===== config.mk =====
export PLATFORM = sky130hd
export DESIGN_NAME = ysyx_23060278_lsu
export DESIGN_NICKNAME = d
export VERILOG_FILES = /design/src/rtl/ysyx_23060278_lsu.sv
export SDC_FILE = /design/constraint.sdc
export NUM_CORES = 1
export LEC_CHECK = 0
export ABC_AREA = 1
export ABC_CLOCK_PERIOD_IN_PS = 1400
export BUFFER_PORTS_ARGS = -buffer_cell sky130_fd_sc_hd__buf_2
export CORE_MARGIN = 2
export CORE_UTILIZATION = 30
export DETAILED_ROUTE_END_ITERATION = 7
export HOLD_SLACK_MARGIN = 0.08
export PLACE_DENSITY_LB_ADDON = 0.2
export SLEW_MARGIN = 10
export SYNTH_ARGS = -nofsm -noshare
export SYNTH_HDL_FRONTEND = slang
export SYNTH_SLANG_ARGS = --single-unit
export TNS_END_PERCENT = 100

===== constraint.sdc =====
create_clock -name clk -period 1.4 [get_ports clk]
set_input_delay 0.07 -clock clk [delete_from_list [all_inputs] [get_ports clk]]
set_output_delay 0.07 -clock clk [all_outputs]
set_load 0.03 [all_outputs]

===== src/rtl/ysyx_23060278_lsu.sv =====
// Load/store unit: accepts one core memory request at a time, checks it for
// legality and alignment, issues a single aligned memory beat, and returns
// an extended load result (or an error) as a one-cycle response pulse.
//
// state | meaning
// IDLE  | ready for a new request
// MREQ  | memory request presented, waiting for mem_ready
// MWAIT | load issued, waiting for mem_rvalid
// RESP  | one-cycle response (rsp_valid) to the core
module ysyx_23060278_lsu #(
  parameter int XLEN   = 32,
  parameter int ADDR_W = 32
) (
  input  logic                clk,
  input  logic                rst_n,
  input  logic                req_valid,
  output logic                req_ready,
  input  logic                req_load,
  input  logic                req_store,
  input  logic [2:0]          req_funct3,
  input  logic [ADDR_W-1:0]   req_addr,
  input  logic [XLEN-1:0]     req_wdata,
  output logic                rsp_valid,
  output logic [XLEN-1:0]     rsp_rdata,
  output logic                rsp_err,
  output logic                mem_valid,
  input  logic                mem_ready,
  output logic                mem_wen,
  output logic [ADDR_W-1:0]   mem_addr,
  output logic [XLEN-1:0]     mem_wdata,
  output logic [XLEN/8-1:0]   mem_wstrb,
  input  logic                mem_rvalid,
  input  logic [XLEN-1:0]     mem_rdata
);

  localparam int NB    = XLEN / 8;
  localparam int OFF_W = $clog2(NB);
  localparam bit IS32  = (XLEN == 32);

  typedef enum logic [1:0] {
    IDLE  = 2'd0,
    MREQ  = 2'd1,
    MWAIT = 2'd2,
    RESP  = 2'd3
  } state_t;

  state_t state_q, state_d;

  logic                load_q;
  logic                store_q;
  logic [2:0]          f3_q;
  logic [ADDR_W-1:0]   addr_q;
  logic [XLEN-1:0]     wdata_q;
  logic                err_q;
  logic [XLEN-1:0]     rdata_q;

  logic                accept;
  logic                req_err;
  logic                misalign;
  logic [OFF_W-1:0]    off_q;
  logic [XLEN-1:0]     ld_shift;
  logic [XLEN-1:0]     ld_ext;
  logic                ld_sign;
  int                  ld_msb;
  logic [NB-1:0]       st_base;
  logic [XLEN-1:0]     st_dmask;
  logic [NB-1:0]       st_strb;
  logic [XLEN-1:0]     st_data;

  assign accept = req_valid && (state_q == IDLE);
  assign off_q  = addr_q[OFF_W-1:0];

  // Legality and alignment of the incoming request, decided at accept time
  always_comb begin
    misalign = 1'b0;
    case (req_funct3[1:0])
      2'b01:   misalign = req_addr[0];
      2'b10:   misalign = |req_addr[1:0];
      2'b11:   misalign = |req_addr[2:0];
      default: misalign = 1'b0;
    endcase
    req_err = 1'b0;
    if (req_load == req_store) begin
      req_err = 1'b1;
    end else if (req_load) begin
      if (req_funct3 == 3'b111) req_err = 1'b1;
      if (IS32 && ((req_funct3 == 3'b011) || (req_funct3 == 3'b110))) req_err = 1'b1;
    end else begin
      if (IS32 && (req_funct3 >= 3'b011)) req_err = 1'b1;
      if (!IS32 && (req_funct3 >= 3'b100)) req_err = 1'b1;
    end
    if (misalign) req_err = 1'b1;
  end

  // Store lane placement: size mask and masked data moved up to the byte offset
  always_comb begin
    st_base  = '0;
    st_dmask = '0;
    for (int i = 0; i < NB; i++) begin
      st_base[i]        = (i < (1 << f3_q[1:0]));
      st_dmask[i*8 +: 8] = {8{st_base[i]}};
    end
    st_strb = st_base << off_q;
    st_data = (wdata_q & st_dmask) << {off_q, 3'b000};
  end

  // Load return: move the addressed bytes to lane 0, then sign/zero extend
  always_comb begin
    ld_shift = mem_rdata >> {off_q, 3'b000};
    ld_msb   = XLEN - 1;
    ld_sign  = 1'b0;
    case (f3_q[1:0])
      2'b00: begin ld_msb = 7;  ld_sign = ld_shift[7];  end
      2'b01: begin ld_msb = 15; ld_sign = ld_shift[15]; end
      2'b10: begin ld_msb = 31; ld_sign = ld_shift[31]; end
      default: begin ld_msb = XLEN - 1; ld_sign = 1'b0; end
    endcase
    if (f3_q[2]) ld_sign = 1'b0;
    ld_ext = '0;
    for (int i = 0; i < XLEN; i++) begin
      ld_ext[i] = (i <= ld_msb) ? ld_shift[i] : ld_sign;
    end
  end

  // State register
  always_ff @(posedge clk or negedge rst_n) begin
    if (!rst_n) state_q <= IDLE;
    else        state_q <= state_d;
  end

  // Next-state decode
  always_comb begin
    state_d = state_q;
    case (state_q)
      IDLE:    if (req_valid) state_d = req_err ? RESP : MREQ;
      MREQ:    if (mem_ready) state_d = store_q ? RESP : MWAIT;
      MWAIT:   if (mem_rvalid) state_d = RESP;
      RESP:    state_d = IDLE;
      default: state_d = IDLE;
    endcase
  end

  // Request capture and load-result register
  always_ff @(posedge clk or negedge rst_n) begin
    if (!rst_n) begin
      load_q  <= 1'b0;
      store_q <= 1'b0;
      f3_q    <= '0;
      addr_q  <= '0;
      wdata_q <= '0;
      err_q   <= 1'b0;
      rdata_q <= '0;
    end else if (accept) begin
      load_q  <= req_load;
      store_q <= req_store;
      f3_q    <= req_funct3;
      addr_q  <= req_addr;
      wdata_q <= req_wdata;
      err_q   <= req_err;
      rdata_q <= '0;
    end else if ((state_q == MWAIT) && mem_rvalid) begin
      rdata_q <= ld_ext;
    end
  end

  // Outputs, all qualified by state so nothing leaks outside its phase
  always_comb begin
    req_ready = (state_q == IDLE);
    mem_valid = (state_q == MREQ);
    mem_wen   = (state_q == MREQ) && store_q;
    mem_addr  = '0;
    mem_wstrb = '0;
    mem_wdata = '0;
    if (state_q == MREQ) begin
      mem_addr = {addr_q[ADDR_W-1:OFF_W], {OFF_W{1'b0}}};
      if (store_q) begin
        mem_wstrb = st_strb;
        mem_wdata = st_data;
      end
    end
    rsp_valid = (state_q == RESP);
    rsp_err   = (state_q == RESP) && err_q;
    rsp_rdata = (state_q == RESP) ? rdata_q : '0;
  end

  logic unused_ok;
  assign unused_ok = load_q;

endmodule


==> results of run 1 <==
worst reg2reg max path, stage by stage (launching register included):
cell and delay, ns:
dfrtp_2 0.52, buf_6 0.17, buf_12 0.13, buf_4 0.14
buf_6 0.11, buf_6 0.11, nand2_2 0.05, o21ai_2 0.07
buf_4 0.13, o21ai_2 0.11, o21ai_1 0.08
layout make-up:
cell class / count / share of cell area
flip-flops and latches: 103 / 0.220
repair inverters: 1 / 0.00139
clock buffers: 9 / 0.0192
inverters: 111 / 0.0401
well taps: 265 / 0.0283
diodes: 2 / 0.000427
clock inverters: 7 / 0.00736
repair buffers: 393 / 0.340
multi-input cells: 614 / 0.344
metrics by stage:
step / cells / area (µm²) / total power, W / setup slack (ns) / TNS, ns
2_1_floorplan: 880 / 6010 / 0.0114 / -0.244 / -26.09
3_3_place_gp: 1364 / 7750 / 0.0148 / -0.179 / -3.19
3_5_place_dp: 1364 / 7750 / 0.0149 / -0.186 / -4.17
4_1_cts: 1472 / 10100 / 0.0210 / -0.420 / -39.75
5_1_grt: 1503 / 11700 / 0.0265 / -0.489 / -55.78
6_report: 1505 / 11700 / 0.0250 / -0.414 / -43.48
how the worst max path moves through the flow:
stage / from / end
after floorplan: state_q[1] / mem_wdata[16]
after global placement: addr_q[0] / mem_wdata[20]
after detailed placement: f3_q[1] / mem_wdata[20]
after CTS: state_q[0] / mem_wdata[0]
after global routing: state_q[0] / mem_wdata[0]
final: state_q[0] / mem_addr[9]
cells by family after synthesis:
| family | after synthesis |
|---|---|
| and+or+nand+nor | 487 |
| buffers and inverters | 164 |
| AOI/OAI and AO/OA | 120 |
| DFF | 103 |
| adders and majority gates | 4 |
| other | 1 |
registers in the layout, indices dropped and copies added (netlist names):
signal	flops
store_q	1
wdata_q	32
state_q	2
f3_q	3
addr_q	32
err_q	1
rdata_q	32
power by group through the flow:
| stage | Combinational (W) | Clock, W | Sequential, W |
|---|---|---|---|
| 6_report | 0.0167 | 0.00273 | 0.00559 |
| 5_1_grt | 0.0179 | 0.00291 | 0.00571 |
| 4_1_cts | 0.0130 | 0.00279 | 0.00521 |
| 3_5_place_dp | 0.00974 | 0 | 0.00516 |
| 3_3_place_gp | 0.00968 | 0 | 0.00516 |
| 2_1_floorplan | 0.00646 | 0 | 0.00491 |
cell usage after synthesis (4+ instances only):
cell type | instances | area (µm²)
nand2_1 | 391 | 1470
inv_1 | 106 | 398
dfrtp_1 | 103 | 2580
o21ai_0 | 69 | 345
nor2_1 | 53 | 199
nand3_1 | 36 | 180
clkbuf_1 | 27 | 101
a21oi_1 | 20 | 100
buf_2 | 15 | 75.1
a31oi_1 | 9 | 56.3
o21ai_1 | 9 | 45.0
a221oi_1 | 7 | 61.3
buf_4 | 7 | 52.6
buf_6 | 4 | 45.0
ha_1 | 4 | 50.1
inv_2 | 4 | 15.0
nand2_2 | 4 | 25.0
routing by layer:
| metal | track usage | routed length [µm] |
|---|---|---|
| met1 | 0.266 | 10300 |
| met2 | 0.356 | 12700 |
| met3 | 0.0384 | 1330 |
| met4 | 0.0717 | 591 |
| met5 | 0 | 11 |
timing repair:
action                                  4_1_cts  5_1_grt
buffers inserted                             17       17
endpoints found under the setup margin      129      205
pin swaps                                    26       35
endpoints found under the hold margin       174        0
gates cloned                                  6       20
gates resized for setup                     361      358
hold buffers                                 71        0
==> impl_metrics.tcl, run 1 <==
set metrics [dict create \
    vias_per_cell 4.76 \
    crit_required_ns 1.33 \
    critical_path_class "register to output port" \
    grt_pass1_vias 6792 \
    hold_viol 0 \
    clock_latency_ns 0.36 \
    violations "negative setup slack" \
    swShare 0.473 \
    die_h_um 144 \
    antenna_found_initial 1 \
    drtAntennaViolNets 0 \
    drt-total-wl_mm 25.0 \
    dp_hpwl_mm 13.9 \
    drc 0 \
    rows 51 \
    first_pass_iters 5 \
    slew_viol_final 0 \
    fillCellCount 1623 \
    cpMaxStageDelayCell "dfrtp_1" \
    hp-class "primary input to register" \
    syn_area_mm2 0.00588 \
    synthMuxAreaShare 0 \
    hold_start "mem_rdata[4]" \
    cts_made_buffers 9 \
    r2r-end "rdata_q[5]" \
    rsz0062_at_grt "yes" \
    vias 7161 \
    cpPeakStageDelay_ns 0.39 \
    p_leak_nw 6.45 \
    holdWs_ns 0.0924 \
    grt_remaining_overflow 0 \
    seq_power_share 0.223 \
    worst-path-buf-inv 6 \
    wire_per_inst_um 16.6 \
    setup_viol_count_final 171 \
    rr_startpoint "addr_q[0]" \
    cts_buffer_depth 2 \
    io_buffers 208 \
    layout_common_cells "233 x nand2_1, 117 x buf_6, 104 x buf_2" \
    cp-end-kind "output port" \
    final_nets 1343 \
    path_max_fanout 8 \
    die_area_mm2 0.0207 \
    core_area_mm2 0.0193 \
    synth_compound_area_frac 0.111 \
    crit_family "buffers and inverters" \
    synthSimpleGateAreaFrac 0.323 \
    multiInputGateArea_mm2 0.00403 \
    internal_power_w 0.0132 \
    vdd.ir_drop.worst_mv 1.07 \
    ys_seq_area_frac 0.438 \
    reg2regPathDepth 10 \
    synth_top_family_by_area "simple AND/OR/NAND/NOR gates" \
    worstMarginPinSlew_ns 0.497 \
    setup_ws_ns -0.414 \
    regArea_mm2 0.00258 \
    areaGrowthSynthToFinish_pct 99.6 \
    critPathMostFrequentCell "buf_6" \
    path_depth 8 \
    gp_congestion 0.841 \
    synth_edf_count 0 \
    root_buffer "clkbuf_16" \
    grt_pass1_wl_mm 34.0 \
    crit_path_cell_trace "buf_6 -> ha_4 -> buf_4 -> buf_12 -> clkbuf_16 -> nand2_2 -> inv_1 -> buf_6" \
    r2r_setup_slack_ns -0.32 \
    utilization 0.607 \
    clockPowerShare 0.109 \
    fin_crit_sh 1.30 \
    whs_path_depth 5 \
    cts_max_level 3 \
    mostFrequentLayoutCell "nand2_1" \
    drive_above_1_share 0.534 \
    drtIter0Drc 380 \
    synth.avg_cell_area_um2 6.69 \
    die_x_um 144 \
    cap_violations 0 \
    synth-seq-cells 103 \
    finalCriticalPeriod_ns 1.81 \
    status "finished, violations left" \
    startpoint_type "register" \
    synth.distinct_cells 28 \
    synth_top_flop_cell "dfrtp_1" \
    clkTransAtPathRegs_ns 0.08 \
    synth_xor_area_frac 0 \
    synth-async-reset-ratio 1.00 \
    grt_max_degree 37 \
    track_usage 0.209 \
    switching_power_w 0.0118 \
    synth_fa_ha_area_frac 0.00851 \
    yosysWarnings 0 \
    initial_core_util 0.304 \
    cts_tree "done" \
    io-pin-count 211 \
    worstHoldEndpoint "rdata_q[4]" \
    power_density_mw_per_mm2 2130 \
    arrival_ns 1.74 \
    fmax_ghz 0.551 \
    clock_sinks 103 \
    clock_skew_ns 0.0104 \
    synthCells 879 \
    maxSlewHeadroom 0.666 \
    pwr-share-comb 0.667 \
]
Note: power is estimated with default switching activity, not from simulation.
==> run 2: changes to the inputs <==
--- a/config.mk
+++ b/config.mk
@@ -8,8 +8,10 @@
 export ABC_AREA = 1
 export ABC_CLOCK_PERIOD_IN_PS = 1400
 export BUFFER_PORTS_ARGS = -buffer_cell sky130_fd_sc_hd__buf_2
+export CELL_PAD_IN_SITES_DETAIL_PLACEMENT = 0
+export CELL_PAD_IN_SITES_GLOBAL_PLACEMENT = 2
 export CORE_MARGIN = 2
-export CORE_UTILIZATION = 30
+export CORE_UTILIZATION = 23
 export DETAILED_ROUTE_END_ITERATION = 7
 export HOLD_SLACK_MARGIN = 0.08
 export PLACE_DENSITY_LB_ADDON = 0.2
==> impl_metrics.tcl, run 2 (synthesis gave the netlist of run 1 again) <==
set metrics [dict create \
    crit_path_cell_trace "inv_2 -> ha_4 -> nand2_4 -> nor2_4 -> inv_4 -> nor2_4 -> inv_8 -> nor2_4 -> buf_6" \
    power_w 0.0254 \
    r2r_setup_slack_ns -0.28 \
    cts_made_buffers 9 \
    setup_ws_ns -0.403 \
    p_leak_nw 6.34 \
    antenna_found_initial 1 \
    regArea_mm2 0.00258 \
    die_x_um 164 \
    vias_per_cell 4.43 \
    die_h_um 164 \
    cts_max_level 3 \
    cp-end-kind "output port" \
    initial_core_util 0.234 \
    hp-class "primary input to register" \
    clock_skew_ns 0.00682 \
    path_depth 9 \
    clock_sinks 103 \
    drc 0 \
    holdWs_ns 0.0795 \
    violations "negative setup slack" \
    worst-path-buf-inv 4 \
    r2r-end "wdata_q[1]" \
    root_buffer "clkbuf_16" \
    multiInputGateArea_mm2 0.00432 \
    grt_pass1_wl_mm 39.3 \
    setup_viol_count_final 206 \
    drive_above_1_share 0.580 \
    hold_viol 0 \
    crit_family "simple AND/OR/NAND/NOR gates" \
    slew_viol_final 0 \
    clock_latency_ns 0.36 \
    dp_hpwl_mm 15.7 \
    rows 58 \
    mostFrequentLayoutCell "nand2_1" \
    critPathMostFrequentCell "nor2_4" \
    path_max_fanout 8 \
    vdd.ir_drop.worst_mv 0.798 \
    areaGrowthSynthToFinish_pct 107 \
    arrival_ns 1.73 \
    die_area_mm2 0.0269 \
    final_nets 1351 \
    grt_pass1_vias 7095 \
    critical_path_class "register to output port" \
    io-pin-count 211 \
    dp_cells 1428 \
    clkTransAtPathRegs_ns 0.08 \
    drt-total-wl_mm 25.8 \
    wire_per_inst_um 16.4 \
    rsz0062_at_grt "yes" \
    reg2regPathDepth 11 \
    status "finished, violations left" \
    grt_max_degree 53 \
    largestRegisters "addr_q (32), rdata_q (32), wdata_q (32)" \
    cpPeakStageDelay_ns 0.39 \
    cap_violations 0 \
    crit_required_ns 1.33 \
    grt_remaining_overflow 0 \
    first_pass_iters 4 \
    drtAntennaViolNets 0 \
    track_usage 0.192 \
    fmax_ghz 0.555 \
    cts_buffer_depth 2 \
    rr_startpoint "state_q[0]" \
    core_area_mm2 0.0251 \
    cpMaxStageDelayCell "dfrtp_1" \
    drtIter0Drc 260 \
    finalCriticalPeriod_ns 1.80 \
    cts_tree "done" \
    power_density_mw_per_mm2 2090 \
    io_buffers 208 \
    stdcell_count 1576 \
    gp_congestion 0.764 \
    startpoint_type "register" \
    crit_start "state_q[1]" \
    vias 6975 \
    worstSetupEndpoint "mem_wdata[0]" \
    fin_crit_sh 1.29 \
    fillCellCount 2512 \
    layout_common_cells "181 x nand2_1, 141 x nand2_2, 104 x buf_2" \
]
## run 2: per-layer routing
| layer | track usage | vias to the layer above | part of all wire | wire length (µm) |
|---|---|---|---|---|
| met2 | 0.341 | 177 | 0.52 | 13500 |
| met3 | 0.0278 | 22 | 0.042 | 1090 |
| li1 | - | 3442 | - | - |
| met1 | 0.242 | 3332 | 0.42 | 10800 |
| met4 | 0.0518 | 2 | 0.013 | 342 |
| met5 | 0 | - | 0.00050 | 13 |
## run 2: worst min-delay path by stage
stage                      start          to  slack, ns  depth (start not counted)
floorplan                  rst_n   addr_q[0]      -0.23                          0
global placement           rst_n  rdata_q[3]       0.10                          2
detailed placement         rst_n  rdata_q[3]        0.1                          2
CTS                 mem_rdata[3]  rdata_q[3]       0.08                          5
global route        mem_rdata[6]  rdata_q[6]       0.11                          5
finish              mem_rdata[3]  rdata_q[3]       0.08                          5
## run 2: area by class of cell
cell class	count	area share
clock buffer	9	0.0186
inverter	111	0.0380
timing repair buffer	402	0.336
tap	330	0.0340
sequential	103	0.213
multi-input combinational	614	0.356
antenna	1	0.000206
clock inverter	6	0.00433
## run 2: timing repair
item / CTS / global route
setup endpoints to repair: 205 / 206
pin swaps: 45 / 62
gates resized for setup: 534 / 249
hold endpoints to repair: 174 / 0
setup buffers: 35 / 10
cloned: 26 / 3
hold buffers: 71 / 0
## run 2: worst reg2reg max path: stages (launching register included)
cell and delay [ns]:
dfrtp_1 0.43, buf_6 0.14, buf_6 0.12, inv_8 0.06, ha_4 0.17, nand2_8 0.08
buf_12 0.14, inv_12 0.07, buf_12 0.14, buf_12 0.15, nand2_2 0.05, o21ai_1 0.07
## run 2: per-stage QoR
step	instance area, µm²	setup slack [ns]	setup TNS, ns	utilization
final	12100	-0.403	-55.01	0.484
after global routing	12100	-0.498	-68.33	0.483
after CTS	11300	-0.435	-54.32	0.450
after detailed placement	7790	-0.405	-12.52	0.310
after global placement	7790	-0.332	-9.96	0.310
after floorplan	6010	-0.244	-26.09	-
## run 2: power by group
part | internal [W] | leakage (nW) | switching (W)
logic | 0.00775 | 4.91 | 0.00953
clock network | 0.00123 | 0.130 | 0.00130
registers | 0.00431 | 1.30 | 0.00126
==> run 3: changes to the inputs <==
--- a/config.mk
+++ b/config.mk
@@ -15,6 +15,7 @@
 export DETAILED_ROUTE_END_ITERATION = 7
 export HOLD_SLACK_MARGIN = 0.08
 export PLACE_DENSITY_LB_ADDON = 0.2
+export SKIP_LAST_GASP = 1
 export SLEW_MARGIN = 10
 export SYNTH_ARGS = -nofsm -noshare
 export SYNTH_HDL_FRONTEND = slang
==> impl_metrics.tcl, run 3 (synthesis gave the netlist of run 1 again) <==
set metrics [dict create \
    design_area_mm2 0.0121 \
    worst-path-buf-inv 5 \
    clkTransAtPathRegs_ns 0.08 \
    swShare 0.477 \
    cts_buffer_depth 2 \
    cts_max_level 3 \
    setup_viol_count_final 206 \
    internal_power_w 0.0133 \
    crit_required_ns 1.33 \
    die_area_mm2 0.0269 \
    dp_cells 1428 \
    grt_pass1_vias 7064 \
    p_leak_nw 6.33 \
    seq_power_share 0.219 \
    crit_family "buffers and inverters" \
    vias_per_cell 4.43 \
    stdcell_count 1576 \
    worstHoldEndpoint "rdata_q[3]" \
    maxSlewHeadroom 0.661 \
    cts_made_buffers 9 \
    regArea_mm2 0.00258 \
    rr_startpoint "state_q[0]" \
    cpMaxStageDelayCell "dfrtp_1" \
    clock_skew_ns 0.00899 \
    largestRegisters "addr_q (32), rdata_q (32), wdata_q (32)" \
    status "finished, violations left" \
    postPlaceCellArea_mm2 0.00779 \
    grt_remaining_overflow 0 \
    startpoint_type "register" \
    mostFrequentLayoutCell "nand2_1" \
    arrival_ns 1.75 \
    finalCriticalPeriod_ns 1.82 \
    fillCellCount 2511 \
    clock_latency_ns 0.36 \
    r2r_setup_slack_ns -0.30 \
    clockPowerShare 0.099 \
    path_max_fanout 6 \
    cts_tree "done" \
    initial_core_util 0.234 \
    drtIter0Drc 258 \
    vdd.ir_drop.worst_mv 0.782 \
    areaGrowthSynthToFinish_pct 106 \
    switching_power_w 0.0122 \
    reg2regPathDepth 10 \
    die_h_um 164 \
    fmax_ghz 0.549 \
    drive_above_1_share 0.581 \
    hold_start "mem_rdata[3]" \
    io_buffers 208 \
    setup_ws_ns -0.422 \
    drc 0 \
    crit_path_cell_trace "inv_2 -> ha_4 -> nand2_4 -> inv_2 -> o21ai_2 -> inv_2 -> buf_8 -> o21ai_1 -> nor2_2 -> buf_6" \
    whs_path_depth 5 \
    rsz0062_at_grt "yes" \
    first_pass_iters 4 \
    cpPeakStageDelay_ns 0.39 \
    pwr-share-comb 0.681 \
    clock_sinks 103 \
    track_usage 0.191 \
    hp-class "primary input to register" \
    slew_viol_final 0 \
    drtAntennaViolNets 0 \
    final_nets 1351 \
    die_x_um 164 \
    root_buffer "clkbuf_16" \
    dp_hpwl_mm 15.7 \
    grt_pass1_wl_mm 39.2 \
    critPathMostFrequentCell "inv_2" \
    wire_per_inst_um 16.5 \
    cap_violations 0 \
    fin_crit_sh 1.30 \
    power_density_mw_per_mm2 2100 \
    grt_max_degree 53 \
    r2r-end "rdata_q[8]" \
    multiInputGateArea_mm2 0.00433 \
    hold_viol 0 \
    violations "negative setup slack" \
    cp-end-kind "output port" \
    vias 6986 \
    rows 58 \
    layout_common_cells "183 x nand2_1, 140 x nand2_2, 107 x buf_2" \
    io-pin-count 211 \
    holdWs_ns 0.0805 \
    core_area_mm2 0.0251 \
    critical_path_class "register to output port" \
    antenna_found_initial 1 \
    drt-total-wl_mm 26.1 \
    worstMarginPinSlew_ns 0.508 \
    gp_congestion 0.764 \
]
## run 3: changes by cell type in the layout (fill, tap and decap cells not counted), moves of 2 or more
cell     change
buf_2        +3
buf_4        -2
o21ai_1      -2
buf_6        -2
nand2_1      +2
## run 3: power groups by stage
stage / sequential, W / clock, W / combinational [W]
3_3_place_gp: 0.00516 / 0 / 0.00982
6_report: 0.00559 / 0.00253 / 0.0174
3_5_place_dp: 0.00517 / 0 / 0.00981
2_1_floorplan: 0.00491 / 0 / 0.00646
5_1_grt: 0.00574 / 0.00269 / 0.0187
4_1_cts: 0.00533 / 0.00261 / 0.0153
## run 3: final cells by class
class	count	area share
timing repair buffer	402	0.335
multi-input combinational	614	0.357
clock buffer	9	0.0186
clock inverter	6	0.00433
sequential	103	0.213
antenna	1	0.000206
tap	330	0.0340
inverter	111	0.0381
## run 3: how the worst max path moves through the flow
stage / from / to / slack [ns] / depth (start not counted)
floorplan: state_q[1] / mem_wdata[16] / -0.24 / 8
global placement: f3_q[1] / mem_wdata[18] / -0.33 / 6
detailed placement: f3_q[1] / mem_wdata[16] / -0.41 / 6
CTS: f3_q[1] / mem_wdata[18] / -0.44 / 7
global route: f3_q[1] / mem_wdata[24] / -0.51 / 8
finish: state_q[1] / mem_wdata[16] / -0.42 / 10
## run 3: what timing repair did
action                                  in CTS  in global routing
pin swaps                                   42                 69
hold buffers                                71                  0
endpoints found under the setup margin     205                206
cloned                                      26                  3
setup buffers                               35                 11
resized for setup                          474                303
endpoints found under the hold margin      174                  0
## run 3: routing by layer
layer	up-vias	global-route usage	part of all wire
li1	3430	-	-
met3	21	0.0283	0.035
met5	-	0	0.00050
met1	3388	0.240	0.43
met2	145	0.340	0.52
met4	2	0.0538	0.013
## run 3: worst reg2reg max path, delay by kind of cell (launching register included)
family | cells | cell delay, ns
fa+ha+maj | 1 | 0.17
simple gates | 4 | 0.36
compound gates | 1 | 0.16
flops | 1 | 0.42
buf+inv | 4 | 0.53
## run 3: metrics by stage
stage	util	total power, W	setup WS [ns]	setup TNS, ns
finish	0.483	0.0255	-0.422	-55.11
global route	0.483	0.0271	-0.505	-68.70
CTS	0.443	0.0232	-0.435	-55.20
detailed placement	0.310	0.0150	-0.405	-12.52
global placement	0.310	0.0150	-0.332	-9.96
floorplan	-	0.0114	-0.244	-26.09
